## src/rtl/pzcorebus_response_burst_arbiter.sv

```systemverilog
`default_nettype none
// ============================================================================
// Module      : pzcorebus_response_burst_arbiter
// Description : Grant controller for one master-side port of the response
//               crossbar. Weighted round-robin over SOURCES response sources,
//               one burst per grant; a multi-beat burst is never interleaved.
//               Produces the per-port select only, no datapath.
// Revision    : 1.0 - initial release
// ============================================================================
module pzcorebus_response_burst_arbiter #(
    parameter int SOURCES      = 2,
    parameter int WEIGHT_WIDTH = 2,
    parameter int INDEX_WIDTH  = $clog2(SOURCES)
) (
    input  logic                            i_clk,
    input  logic                            i_rst_n,
    input  logic [SOURCES-1:0]              i_valid,
    input  logic [SOURCES-1:0]              i_last,
    input  logic [SOURCES*WEIGHT_WIDTH-1:0] i_weight,
    input  logic                            i_ready,
    output logic [SOURCES-1:0]              o_grant,
    output logic [INDEX_WIDTH-1:0]          o_grant_index,
    output logic [SOURCES-1:0]              o_ready,
    output logic                            o_locked
);

    typedef enum logic [0:0] {
        ST_FREE   = 1'b0,
        ST_LOCKED = 1'b1
    } state_t;

    localparam logic [INDEX_WIDTH-1:0]  C_LAST_INDEX = INDEX_WIDTH'(SOURCES - 1);
    localparam logic [WEIGHT_WIDTH-1:0] C_ONE_CREDIT = WEIGHT_WIDTH'(1);

    // Registered state
    state_t                  r_state_q;
    logic [INDEX_WIDTH-1:0]  r_lock_index_q;
    logic [INDEX_WIDTH-1:0]  r_rr_pointer_q;
    logic [WEIGHT_WIDTH-1:0] r_credit_q;
    // Credit is loaded lazily: right after reset the weight of source 0 is
    // taken straight from the input until the first clock captures it.
    logic                    r_credit_loaded_q;

    // Next-state values
    state_t                  w_state_d;
    logic [INDEX_WIDTH-1:0]  w_lock_index_d;
    logic [INDEX_WIDTH-1:0]  w_rr_pointer_d;
    logic [WEIGHT_WIDTH-1:0] w_credit_d;
    logic                    w_credit_loaded_d;

    // Combinational helpers
    logic [WEIGHT_WIDTH-1:0] w_weight_eff [SOURCES];
    logic [WEIGHT_WIDTH-1:0] w_credit_cur;
    logic                    w_free_found;
    logic [INDEX_WIDTH-1:0]  w_free_index;
    logic                    w_grant_valid;
    logic [INDEX_WIDTH-1:0]  w_grant_index;
    logic                    w_accept;
    logic                    w_burst_done;
    logic [INDEX_WIDTH-1:0]  w_done_next;
    logic [INDEX_WIDTH-1:0]  w_ptr_next;

    function automatic logic [INDEX_WIDTH-1:0] next_index(input logic [INDEX_WIDTH-1:0] idx);
        if (idx == C_LAST_INDEX) begin
            return '0;
        end
        return idx + INDEX_WIDTH'(1);
    endfunction

    // Unpack per-source weights, a zero weight behaves as one
    always_comb begin
        for (int s = 0; s < SOURCES; s++) begin
            w_weight_eff[s] = (i_weight[s*WEIGHT_WIDTH +: WEIGHT_WIDTH] == '0)
                            ? C_ONE_CREDIT
                            : i_weight[s*WEIGHT_WIDTH +: WEIGHT_WIDTH];
        end
    end

    // Round-robin search: first valid source at or after the pointer, with wrap
    always_comb begin
        w_free_found = 1'b0;
        w_free_index = '0;
        for (int k = SOURCES - 1; k >= 0; k--) begin
            int cand;
            cand = int'(r_rr_pointer_q) + k;
            if (cand >= SOURCES) begin
                cand = cand - SOURCES;
            end
            if (i_valid[INDEX_WIDTH'(cand)]) begin
                w_free_found = 1'b1;
                w_free_index = INDEX_WIDTH'(cand);
            end
        end
    end

    // Grant selection, burst tracking and credit / pointer bookkeeping
    always_comb begin
        w_state_d         = r_state_q;
        w_lock_index_d    = r_lock_index_q;
        w_rr_pointer_d    = r_rr_pointer_q;
        w_credit_cur      = r_credit_loaded_q ? r_credit_q : w_weight_eff[r_rr_pointer_q];
        w_credit_d        = w_credit_cur;
        w_credit_loaded_d = 1'b1;
        w_grant_valid     = 1'b0;
        w_grant_index     = '0;
        w_accept          = 1'b0;
        w_burst_done      = 1'b0;
        w_done_next       = '0;
        w_ptr_next        = next_index(r_rr_pointer_q);

        if (i_rst_n) begin
            case (r_state_q)
                ST_FREE: begin
                    w_grant_valid = w_free_found;
                    w_grant_index = w_free_index;
                    w_accept      = w_free_found & i_ready;
                    if (w_accept && !i_last[w_free_index]) begin
                        w_state_d      = ST_LOCKED;
                        w_lock_index_d = w_free_index;
                    end
                end
                ST_LOCKED: begin
                    // A bubble on the owning source keeps the lock
                    w_grant_valid = 1'b1;
                    w_grant_index = r_lock_index_q;
                    w_accept      = i_valid[r_lock_index_q] & i_ready;
                    if (w_accept && i_last[r_lock_index_q]) begin
                        w_state_d = ST_FREE;
                    end
                end
                default: begin
                    w_state_d = ST_FREE;
                end
            endcase
        end

        w_burst_done = w_accept & i_last[w_grant_index];
        w_done_next  = next_index(w_grant_index);

        if (w_burst_done) begin
            if ((w_grant_index == r_rr_pointer_q) && (w_credit_cur > C_ONE_CREDIT)) begin
                w_credit_d = w_credit_cur - C_ONE_CREDIT;
            end else begin
                w_rr_pointer_d = w_done_next;
                w_credit_d     = w_weight_eff[w_done_next];
            end
        end else if ((r_state_q == ST_FREE) && (|i_valid) && !i_valid[r_rr_pointer_q]) begin
            // Pointer source is idle while others wait: its unused credit is lost
            w_rr_pointer_d = w_ptr_next;
            w_credit_d     = w_weight_eff[w_ptr_next];
        end
    end

    // State registers with asynchronous active-low reset
    always_ff @(posedge i_clk or negedge i_rst_n) begin
        if (!i_rst_n) begin
            r_state_q         <= ST_FREE;
            r_lock_index_q    <= '0;
            r_rr_pointer_q    <= '0;
            r_credit_q        <= '0;
            r_credit_loaded_q <= 1'b0;
        end else begin
            r_state_q         <= w_state_d;
            r_lock_index_q    <= w_lock_index_d;
            r_rr_pointer_q    <= w_rr_pointer_d;
            r_credit_q        <= w_credit_d;
            r_credit_loaded_q <= w_credit_loaded_d;
        end
    end

    // Output decode: one-hot grant, ready routed only to the granted source
    always_comb begin
        o_grant = '0;
        if (w_grant_valid) begin
            o_grant[w_grant_index] = 1'b1;
        end
        o_grant_index = w_grant_valid ? w_grant_index : '0;
        o_ready       = o_grant & {SOURCES{i_ready}};
        o_locked      = i_rst_n && (r_state_q == ST_LOCKED);
    end

`ifndef SYNTHESIS
    a_grant_onehot0 : assert property (@(posedge i_clk) disable iff (!i_rst_n)
        $onehot0(o_grant));
    a_grant_stable_locked : assert property (@(posedge i_clk) disable iff (!i_rst_n)
        (o_locked ##1 o_locked) |-> $stable(o_grant));
    a_free_grant_valid : assert property (@(posedge i_clk) disable iff (!i_rst_n)
        (!o_locked && (o_grant != '0)) |-> i_valid[o_grant_index]);
`endif

endmodule
`default_nettype wire

```

## config.mk

```make
export PLATFORM = sky130hd
export DESIGN_NAME = pzcorebus_response_burst_arbiter
export DESIGN_NICKNAME = d
export VERILOG_FILES = /design/src/rtl/pzcorebus_response_burst_arbiter.sv
export SDC_FILE = /design/constraint.sdc
export NUM_CORES = 1
export LEC_CHECK = 0
export ABC_CLOCK_PERIOD_IN_PS = 2600
export BUFFER_PORTS_ARGS = -buffer_cell sky130_fd_sc_hd__buf_2
export CAP_MARGIN = 20
export CELL_PAD_IN_SITES_DETAIL_PLACEMENT = 0
export CELL_PAD_IN_SITES_GLOBAL_PLACEMENT = 1
export CORE_MARGIN = 10
export CORE_UTILIZATION = 37
export DETAILED_ROUTE_END_ITERATION = 16
export PLACE_DENSITY_LB_ADDON = 0.2
export SLEW_MARGIN = 20
export SYNTH_ARGS = -nofsm -noshare
export SYNTH_HDL_FRONTEND = slang
export SYNTH_SLANG_ARGS = --single-unit
```

## constraint.sdc

```tcl
create_clock -name i_clk -period 2.6 [get_ports i_clk]
set_clock_uncertainty 0.2 [all_clocks]
set_input_delay 0.52 -clock i_clk [delete_from_list [all_inputs] [get_ports i_clk]]
set_output_delay 0.52 -clock i_clk [all_outputs]
set_load 0.02 [all_outputs]
```

==> impl_metrics.env <==
export IMPL_clk_pin_slew_ns=0.05
export IMPL_finalWirelength_um=1540
export IMPL_cts_sinks=6
export IMPL_die_y_um=61.2
export IMPL_finalSetupTns_ns=0
export IMPL_utilization=0.492
export IMPL_slew_viol_final=0
export IMPL_reg2reg_from="r_rr_pointer_q$_DFFE_PN0P_"
export IMPL_finalHoldViolCount=0
export IMPL_io_buffer_count=16
export IMPL_root_buffer="clkbuf_4"
export IMPL_grt_pass1_vias=552
export IMPL_min_from="i_valid[0]"
export IMPL_arrival_ns=1.77
export IMPL_worstSetupPathType="in -> out"
export IMPL_synth_seq_cells=6
export IMPL_initial_core_util=0.403
export IMPL_cp_slowest_cell="dlygate4sd3_1"
export IMPL_clock_path_buffers=2
export IMPL_worst_skew_pair_late_latency_ns=0.25
export IMPL_synth_ff_type="dfrtp_1"
export IMPL_rsz0062_at_grt="false"
export IMPL_htree_levels=1
export IMPL_synth_seq_area_share=0.239
export IMPL_drv_cap=0
export IMPL_hold_class="in -> reg"
export IMPL_ff2ff_path_depth=6
export IMPL_post_cts_setup_buffer_count=0
export IMPL_yosysWarnings=0
export IMPL_max_stage_delay_ns=0.53
export IMPL_pre_cts_slack_ns=0.0915
export IMPL_holdPathEnd="r_lock_index_q$_DFFE_PN0P_"
export IMPL_drive_gt1_frac=0.391
export IMPL_viasPerCell=5.45
export IMPL_antenna_found_initial=0
export IMPL_grt_pass1_wl_um=2530
export IMPL_drc=0
export IMPL_row_count=14
export IMPL_io_pins=17
export IMPL_ant_nets=0
export IMPL_ys_async_sr_fraction=1.00
export IMPL_r2r_end="r_credit_q[0]$_DFF_PN0_"
export IMPL_cts_buffers=3
export IMPL_finalCriticalPeriod_ns=2.49
export IMPL_grt_total_usage=0.0919
export IMPL_grt_overflow=0
export IMPL_fp_dieW_um=61.2
export IMPL_vias=589
export IMPL_r2r_slack_ns=0.39
export IMPL_drtIter0Drc=3
export IMPL_area_delta_synth_final_pct=22.1
export IMPL_cp_max_fo=12
export IMPL_hpwl_um=1220
export IMPL_cp_start_kind="primary input"
export IMPL_p_leak_nw=0.388
export IMPL_coreArea_um2=1560
export IMPL_grt_max_degree=13
export IMPL_power_density_nw_per_um2=885
export IMPL_setup_viol=0
export IMPL_cp_end_kind="output pin"
export IMPL_ys_types=34
export IMPL_worstSetupStartpoint="i_rst_n"
export IMPL_synth_edf_count=0
export IMPL_netlist_area_um2=628
export IMPL_crit_chain="dlygate4sd3_1, clkbuf_4, o21ai_4, inv_1, and2_1, buf_2"
export IMPL_required_ns=1.88
export IMPL_gp_congestion=0.802
export IMPL_syn_avg_cell_area_um2=8.85
export IMPL_fmax_mhz=401
export IMPL_irDropWorstVdd_mv=0.459
export IMPL_final_nets=106
export IMPL_setup_slack_ns=0.109
export IMPL_syn_inst=71
export IMPL_dieArea_um2=3750
export IMPL_outcome="finished, final reports clean"
export IMPL_period_share=0.958
export IMPL_wl_per_cell_um=14.2
export IMPL_cts_tree="done"
export IMPL_synth_nets=83
export IMPL_num_antenna_cells=0
export IMPL_drt_pass1_iter_count=2
export IMPL_hold_depth=3
-- metrics by stage --
step	std cells	area, um2	hold WS (ns)	power (mW)
2_1_floorplan	71	628	0.0244	0.491
3_3_place_gp	104	732	0.200	0.592
3_5_place_dp	104	732	0.200	0.590
4_1_cts	108	764	0.369	0.686
5_1_grt	108	767	0.397	0.738
6_report	108	767	0.373	0.679
-- placed cells by master, fill, tap and decap left out --
master | synthesis | layout
a2111o_1 | 1 | 1
a21oi_1 | 2 | 2
a221oi_4 | 1 | 1
a31o_2 | 1 | 1
a31oi_1 | 2 | 2
and2_1 | 3 | 3
and2_4 | 1 | 1
and2b_2 | 1 | 1
and3_2 | 1 | 1
and3b_2 | 1 | 1
buf_2 | 0 | 15
buf_4 | 1 | 3
clkbuf_4 | 0 | 4
conb_1 | 1 | 1
dfrtp_1 | 6 | 6
dlygate4sd3_1 | 0 | 1
ha_1 | 1 | 1
inv_1 | 3 | 3
mux2_2 | 4 | 4
mux2_4 | 1 | 1
mux2i_1 | 7 | 7
nand2_1 | 12 | 12
nand3_1 | 1 | 1
nand3b_1 | 1 | 1
nand4_1 | 1 | 1
nor2_1 | 2 | 2
nor2b_1 | 1 | 1
nor3_1 | 1 | 1
nor3b_1 | 1 | 1
nor4_1 | 1 | 1
nor4b_1 | 1 | 1
o21a_1 | 1 | 1
o21ai_0 | 5 | 5
o21ai_4 | 1 | 1
o31ai_1 | 1 | 1
or2b_2 | 2 | 2
-- cell families after synthesis --
family | Yosys count | synth area share
and+or+nand+nor | 31 | 0.281
AOI/OAI and AO/OA | 15 | 0.199
muxes | 12 | 0.207
DFF | 6 | 0.239
buffers and inverters | 5 | 0.0478
adders and majority gates | 1 | 0.0199
other | 1 | 0.00597
-- synthesized netlist by cell type, drive strengths merged, types with 2 or more instances --
master	number	area share
a21oi	2	0.016
a31oi	2	0.020
and2	4	0.044
buf	2	0.030
dfrtp	6	0.24
inv	3	0.018
mux2	5	0.096
mux2i	7	0.11
nand2	12	0.072
nor2	2	0.012
o21ai	6	0.066
or2b	2	0.028
-- flip-flops by register name, indices dropped and copies added (netlist names) --
name	count
r_lock_index_q	1
r_credit_loaded_q	1
r_state_q	1
r_credit_q	2
r_rr_pointer_q	1
-- critical path: cells and delay by family --
family | cells | cell delay (ns)
buffers and inverters | 4 | 0.97
AO/OA/AOI/OAI | 1 | 0.12
AND/OR/NAND/NOR | 1 | 0.15
-- how the worst max path moves through the flow --
stage / to / slack [ns]
finish: o_ready[1] / 0.11
global placement: r_credit_q[0]$_DFF_PN0_ / 0.12
global route: o_ready[1] / 0.005
detailed placement: r_credit_q[0]$_DFF_PN0_ / 0.09
floorplan: r_credit_q[0]$_DFF_PN0_ / 0.30
CTS: o_ready[1] / 0.07
-- power by group --
group	switching (mW)	internal, mW	leakage (nW)	total (mW)
Sequential	0.0559	0.133	0.0725	0.189
Clock	0.0360	0.0524	0.0138	0.0883
Combinational	0.206	0.196	0.302	0.401
-- metal layers --
metal / part of all wire / global-route usage
met4: 0.026 / 0.0684
met5: 0 / 0
met2: 0.47 / 0.130
met3: 0.043 / 0.0391
met1: 0.46 / 0.108
-- timing repair --
item	in CTS	in global routing
hold buffers	1	0
setup endpoints to repair	0	1
gates resized for setup	0	1
hold endpoints to repair	6	0
-- area by class of cell --
| type | count | area, um2 |
|---|---|---|
| Clock buffer | 3 | 22.5 |
| Fill cell | 155 | 792 |
| Inverter | 3 | 11.3 |
| Multi-Input combinational cell | 60 | 448 |
| Sequential cell | 6 | 150 |
| Tap cell | 16 | 20.0 |
| Timing Repair Buffer | 20 | 115 |
Power figures use the tool's default switching activity.
